--- src/rtl/pulse_timer.sv ---
// pulse_timer: measures the high and low phase widths of the conditioned input line.
//
// The widths are counted in count-enable ticks. The block uses the front-end edge strobes
// and the count_enable tick. Each completed high+low period produces one record. A record
// is also produced when the low phase saturates, and that record is flagged as a timeout.
// Records leave the block over a registered valid/ready handshake.
//
// Ports:
//   i_clk           clock
//   i_reset_n       asynchronous active-low reset
//   i_edges         single-cycle rising/falling strobes (pipeline_types::edges_t)
//   i_count_enable  single-cycle measurement tick
//   i_ready         downstream accepts the pending record
//   o_valid         record available
//   o_high          high-phase width in ticks
//   o_low           low-phase width in ticks
//   o_timeout       record was closed by low-phase saturation, not by a rising edge
//   o_overrun       sticky: a record was dropped because the output slot was occupied

package pipeline_types;
  typedef struct packed {
    logic rising;
    logic falling;
  } edges_t;
endpackage

module pulse_timer
  import pipeline_types::*;
#(
  parameter int unsigned COUNT_W = 16
) (
  input  logic               i_clk,
  input  logic               i_reset_n,
  input  edges_t             i_edges,
  input  logic               i_count_enable,
  input  logic               i_ready,
  output logic               o_valid,
  output logic [COUNT_W-1:0] o_high,
  output logic [COUNT_W-1:0] o_low,
  output logic               o_timeout,
  output logic               o_overrun
);

  localparam logic [COUNT_W-1:0] MaxCnt  = '1;
  localparam logic [COUNT_W-1:0] ZeroCnt = '0;

  typedef enum logic [1:0] {
    StIdle,
    StHigh,
    StLow
  } state_e;

  // Saturating increment; never wraps past MaxCnt.
  function automatic logic [COUNT_W-1:0] sat_inc(input logic [COUNT_W-1:0] v,
                                                 input logic               inc);
    if (inc && (v != MaxCnt)) begin
      return v + COUNT_W'(1);
    end
    return v;
  endfunction

  // Measurement state
  state_e             state_q, state_d;
  logic [COUNT_W-1:0] cnt_q, cnt_d;
  logic [COUNT_W-1:0] high_cap_q, high_cap_d;

  // Output slot
  logic               valid_q, valid_d;
  logic [COUNT_W-1:0] high_q, high_d;
  logic [COUNT_W-1:0] low_q, low_d;
  logic               timeout_q, timeout_d;
  logic               overrun_q, overrun_d;

  // Qualified strobes: a simultaneous rising+falling pair is a glitch and is dropped.
  logic               glitch;
  logic               rise;
  logic               fall;
  logic               tick;
  // Counter value including this cycle's tick; a coincident tick belongs to the closing phase.
  logic [COUNT_W-1:0] cnt_ext;

  // Record produced by the measurement FSM this cycle
  logic               emit;
  logic [COUNT_W-1:0] emit_low;
  logic               emit_timeout;

  assign glitch  = i_edges.rising & i_edges.falling;
  assign rise    = i_edges.rising & ~glitch;
  assign fall    = i_edges.falling & ~glitch;
  assign tick    = i_count_enable;
  assign cnt_ext = sat_inc(cnt_q, tick);

  //--------------------------------------------------------------------------
  // Measurement FSM: next state and record generation
  //--------------------------------------------------------------------------
  always_comb begin
    state_d      = state_q;
    cnt_d        = cnt_q;
    high_cap_d   = high_cap_q;
    emit         = 1'b0;
    emit_low     = ZeroCnt;
    emit_timeout = 1'b0;

    unique case (state_q)
      StIdle: begin
        // Ticks are ignored until the first rising edge opens a high phase.
        if (rise) begin
          cnt_d   = ZeroCnt;
          state_d = StHigh;
        end
      end

      StHigh: begin
        if (fall) begin
          high_cap_d = cnt_ext;
          cnt_d      = ZeroCnt;
          state_d    = StLow;
        end else if (rise) begin
          // The falling edge was missed. Restart the high phase without emitting a record.
          cnt_d = ZeroCnt;
        end else begin
          // The high phase saturates quietly and never times out.
          cnt_d = cnt_ext;
        end
      end

      StLow: begin
        if (rise) begin
          // This edge closes the period and opens the next high phase.
          emit     = 1'b1;
          emit_low = cnt_ext;
          cnt_d    = ZeroCnt;
          state_d  = StHigh;
        end else if (tick && (cnt_ext == MaxCnt)) begin
          emit         = 1'b1;
          emit_low     = MaxCnt;
          emit_timeout = 1'b1;
          cnt_d        = ZeroCnt;
          state_d      = StIdle;
        end else begin
          // A falling edge while low is ignored.
          cnt_d = cnt_ext;
        end
      end

      default: begin
        cnt_d   = ZeroCnt;
        state_d = StIdle;
      end
    endcase
  end

  //--------------------------------------------------------------------------
  // Output slot: one registered record with a valid/ready handshake
  //--------------------------------------------------------------------------
  always_comb begin
    valid_d   = valid_q;
    high_d    = high_q;
    low_d     = low_q;
    timeout_d = timeout_q;
    overrun_d = overrun_q;

    if (valid_q && i_ready) begin
      valid_d = 1'b0;
    end

    if (emit) begin
      if (!valid_q || i_ready) begin
        // The slot is empty or drains this cycle, so back-to-back loading is allowed.
        valid_d   = 1'b1;
        high_d    = high_cap_q;
        low_d     = emit_low;
        timeout_d = emit_timeout;
      end else begin
        // The pending record wins. Drop the new one and flag it until reset.
        overrun_d = 1'b1;
      end
    end
  end

  //--------------------------------------------------------------------------
  // State registers
  //--------------------------------------------------------------------------
  always_ff @(posedge i_clk or negedge i_reset_n) begin
    if (!i_reset_n) begin
      state_q    <= StIdle;
      cnt_q      <= ZeroCnt;
      high_cap_q <= ZeroCnt;
      valid_q    <= 1'b0;
      high_q     <= ZeroCnt;
      low_q      <= ZeroCnt;
      timeout_q  <= 1'b0;
      overrun_q  <= 1'b0;
    end else begin
      state_q    <= state_d;
      cnt_q      <= cnt_d;
      high_cap_q <= high_cap_d;
      valid_q    <= valid_d;
      high_q     <= high_d;
      low_q      <= low_d;
      timeout_q  <= timeout_d;
      overrun_q  <= overrun_d;
    end
  end

  assign o_valid   = valid_q;
  assign o_high    = high_q;
  assign o_low     = low_q;
  assign o_timeout = timeout_q;
  assign o_overrun = overrun_q;

endmodule

--- config.mk ---
export PLATFORM = sky130hd
export DESIGN_NAME = pulse_timer
export DESIGN_NICKNAME = d
export VERILOG_FILES = /design/src/rtl/pulse_timer.sv
export SDC_FILE = /design/constraint.sdc
export NUM_CORES = 1
export LEC_CHECK = 0
export ABC_CLOCK_PERIOD_IN_PS = 4200
export CAP_MARGIN = 40
export CORE_UTILIZATION = 55
export CTS_CLUSTER_SIZE = 16
export DETAILED_ROUTE_END_ITERATION = 10
export GPL_ROUTABILITY_DRIVEN = 0
export PLACE_DENSITY_LB_ADDON = 0.2
export SLEW_MARGIN = 20
export SYNTH_ARGS = -nofsm -noshare
export SYNTH_HDL_FRONTEND = slang
export SYNTH_SLANG_ARGS = --single-unit
--- constraint.sdc ---
create_clock -name i_clk -period 4.2 [get_ports i_clk]
set_input_delay 0.84 -clock i_clk [delete_from_list [all_inputs] [get_ports i_clk]]
set_output_delay 0.84 -clock i_clk [all_outputs]
set_load 0.02 [all_outputs]
==> metrics.txt <==
outcome=finished, final reports clean; most frequent cells after synthesis=69 x dfrtp_1, 42 x nand2_1, 32 x o21ai_0, 16 x a2bb2oi_1, 14 x inv_1; synth top area cells=dfrtp_1 51%, o21ai_0 4.8%, nand2_1 4.7%; Die ar.=6430 µm²; Synth warnings=0; Root Buffer=clkbuf_8; Max rail drop VDD=0.000319 V; share of the synthesized area in the top cell type=51.4%; CTS sink cnt=69; total power=around 2000 µW; final max-slew violation count=0; mean number of vias per cell=5.97; Synth Instances=320; Syn Nets=~330; Period Utilization, post-route=88.9%; Slew HR=~47%; CP arrival=3.99 ns; post-CTS setup buffers=0; Finish-stage setup viols=0; crit path time final=3.73 ns; Starting Density=56.8%; pwr dens=505 nW/µm²; post-CTS sizing=0; Detail Route Antenna Nets=0; Post-CTS Hold Fix Bufs=0; # nets final=372; via count of the routed design=between 2000 and 3000; row count=28; final wirelength=7.48 mm; hpwl dp=~5.2 mm; DRC=0; critical path required time=roughly 4.5 ns; Initial DRT Pass Iterations=4; leak pwr=0.00172 µW; Max Fclk=268 MHz; Fin. Hold Viols=0; setup_tns=0 ns; largest net degree at the start of global routing=36; clk_lat worst skew=0.35 ns; Yosys reg bits=69; ys flop type=dfrtp_1; CTS tree=built; RSZ-0062 raised after global routing=false; Worst-Margin Slew=between 0.7 and 0.8 ns; # IOs=41; Worst Skew=roughly 0.0077 ns; Synth Cell Area=between 3000 and 4000 µm²; crit path kind=in -> reg; EDFF count, synth=0; Worst setup SP type=primary input; number of H-tree levels=3; vias in the first global route=around 2600; area grow syn2layout=19.3%; core area=5920 µm²; Synth area leader=dfrtp_1; gr ovfl total=0; Fill cells=around 460; input/output buffers=40; Die X=80.2 µm; share of layout cells above drive strength 1=a little over an eighth; CTS max path bufs=2; count leader, synth=dfrtp_1; ys async rst share=100%; Inserted Clock Buffers=9; Mean Syn Cell Area=about 11 µm²; clock-pin slew on the worst setup and hold paths=around 0.07 ns; hold crit path type=in -> async; routed length per instance=about 17 µm; Tot GR Track Use=between 20% and 30%; Inserted Diodes=0; Die Y=~80 µm; post-synth cell types=50; sequential-to-total area share from yosys stat=51.4%; Critical Path Fanout Max=12; Critical Path End Type=flop; antenna violations before repair=0; initial drt markers=around 150; first-pass GRT wire length=between 10 and 15 mm; Max Cap Viol=0
## critical path, cell delays in order
cell and delay (ns):
clkdlybuf4s50_1 0.61, and4_1 0.36, nand2_1 0.14, or4_1 0.58
a211oi_1 0.33, nand4b_1 0.16, buf_4 0.21, a21oi_4 0.29
buf_4 0.25, a2bb2oi_1 0.20
## sequential cells by signal, summed over array words and instances, names as in the netlist
| register | cells |
|---|---|
| o_overrun | 1 |
| high_cap_q | 16 |
| cnt_q | 16 |
| state_q | 2 |
| o_timeout | 1 |
| o_low | 16 |
| o_valid | 1 |
| o_high | 16 |
## metal layers
layer  routed length, µm  vias up  global-route usage [%]  share of wire, %
li1                    -     1244                       -                 -
met1                3520     1292                    35.4                47
met2                3450       77                    41.6                46
met3                 302       19                    5.23               4.0
met4                 204        0                    12.3               2.7
met5                   0        -                       0                 0
## placed cells by master (no fill, tap or decap), drive strengths merged, types with 4 or more instances in the layout
master / synthesis / final
o22ai: 6 / 6
o21ai: 32 / 32
and2: 6 / 6
buf: 11 / 8
clkdlybuf4s50: 0 / 39
a2bb2oi: 16 / 16
nand2: 42 / 42
nor2: 10 / 10
nand3: 6 / 6
nor3: 5 / 5
a31oi: 5 / 5
nand4: 11 / 11
a21oi: 9 / 9
mux2: 18 / 18
clkbuf: 6 / 10
inv: 14 / 14
dfrtp: 69 / 69
xnor2: 4 / 4
ha: 5 / 5
or4: 4 / 4
## area by class of cell
class | instances | area [µm²] | share of cell area (%)
clock inverters | 6 | 63.8 | 1.59
inverters | 14 | 52.6 | 1.31
multi-input cells | 220 | 1480 | 37.0
flip-flops and latches | 69 | 1730 | 43.1
repair buffers | 47 | 460 | 11.5
well taps | 75 | 93.8 | 2.34
clock buffers | 10 | 128 | 3.18
## kinds of logic after synthesis
| group | after synthesis | share of synthesized area (%) |
|---|---|---|
| xor gates and xnor gates | 6 | 1.56 |
| buffers and inverters | 31 | 4.47 |
| muxes | 21 | 7.93 |
| adders and majority gates | 5 | 1.86 |
| and+or+nand+nor | 102 | 15.6 |
| DFF | 69 | 51.4 |
| AOI/OAI and AO/OA | 86 | 17.2 |
## metrics by stage
| step | hold slack [ns] | utilization (%) | setup slack [ns] | std cells | cell area, µm² |
|---|---|---|---|---|---|
| final | 0.280 | 67.7 | 0.468 | 441 | 4010 |
| after global routing | 0.269 | 67.7 | 0.365 | 441 | 4010 |
| after CTS | 0.484 | 67.4 | 0.521 | 440 | 3990 |
| after detailed placement | 0.467 | 64.1 | 0.175 | 424 | 3800 |
| after global placement | 0.454 | 64.1 | 0.297 | 424 | 3800 |
| after floorplan | 0.444 | - | 1.17 | 320 | 3360 |
## worst paths after layout
kind / startpoint / to / slack (ns) / cells past startpoint
max: i_count_enable / o_low[11] / 0.47 / 10
min: i_reset_n / high_cap_q[4] / 0.28 / 1
max reg2reg: cnt_q[0] / o_low[11] / 0.71 / 10
min reg2reg: o_overrun / o_overrun / 0.48 / 1
max in group asynchronous: i_reset_n / o_low[14] / 3.05 / 3
min in group i_clk: o_overrun / o_overrun / 0.48 / 1
## report_power, final
| part | internal, µW | total [µW] | switching [µW] |
|---|---|---|---|
| logic | 312 | 647 | 335 |
| clock network | 273 | 527 | 254 |
| registers | 774 | 850 | 75.6 |
(Power assumes the default switching activity.)
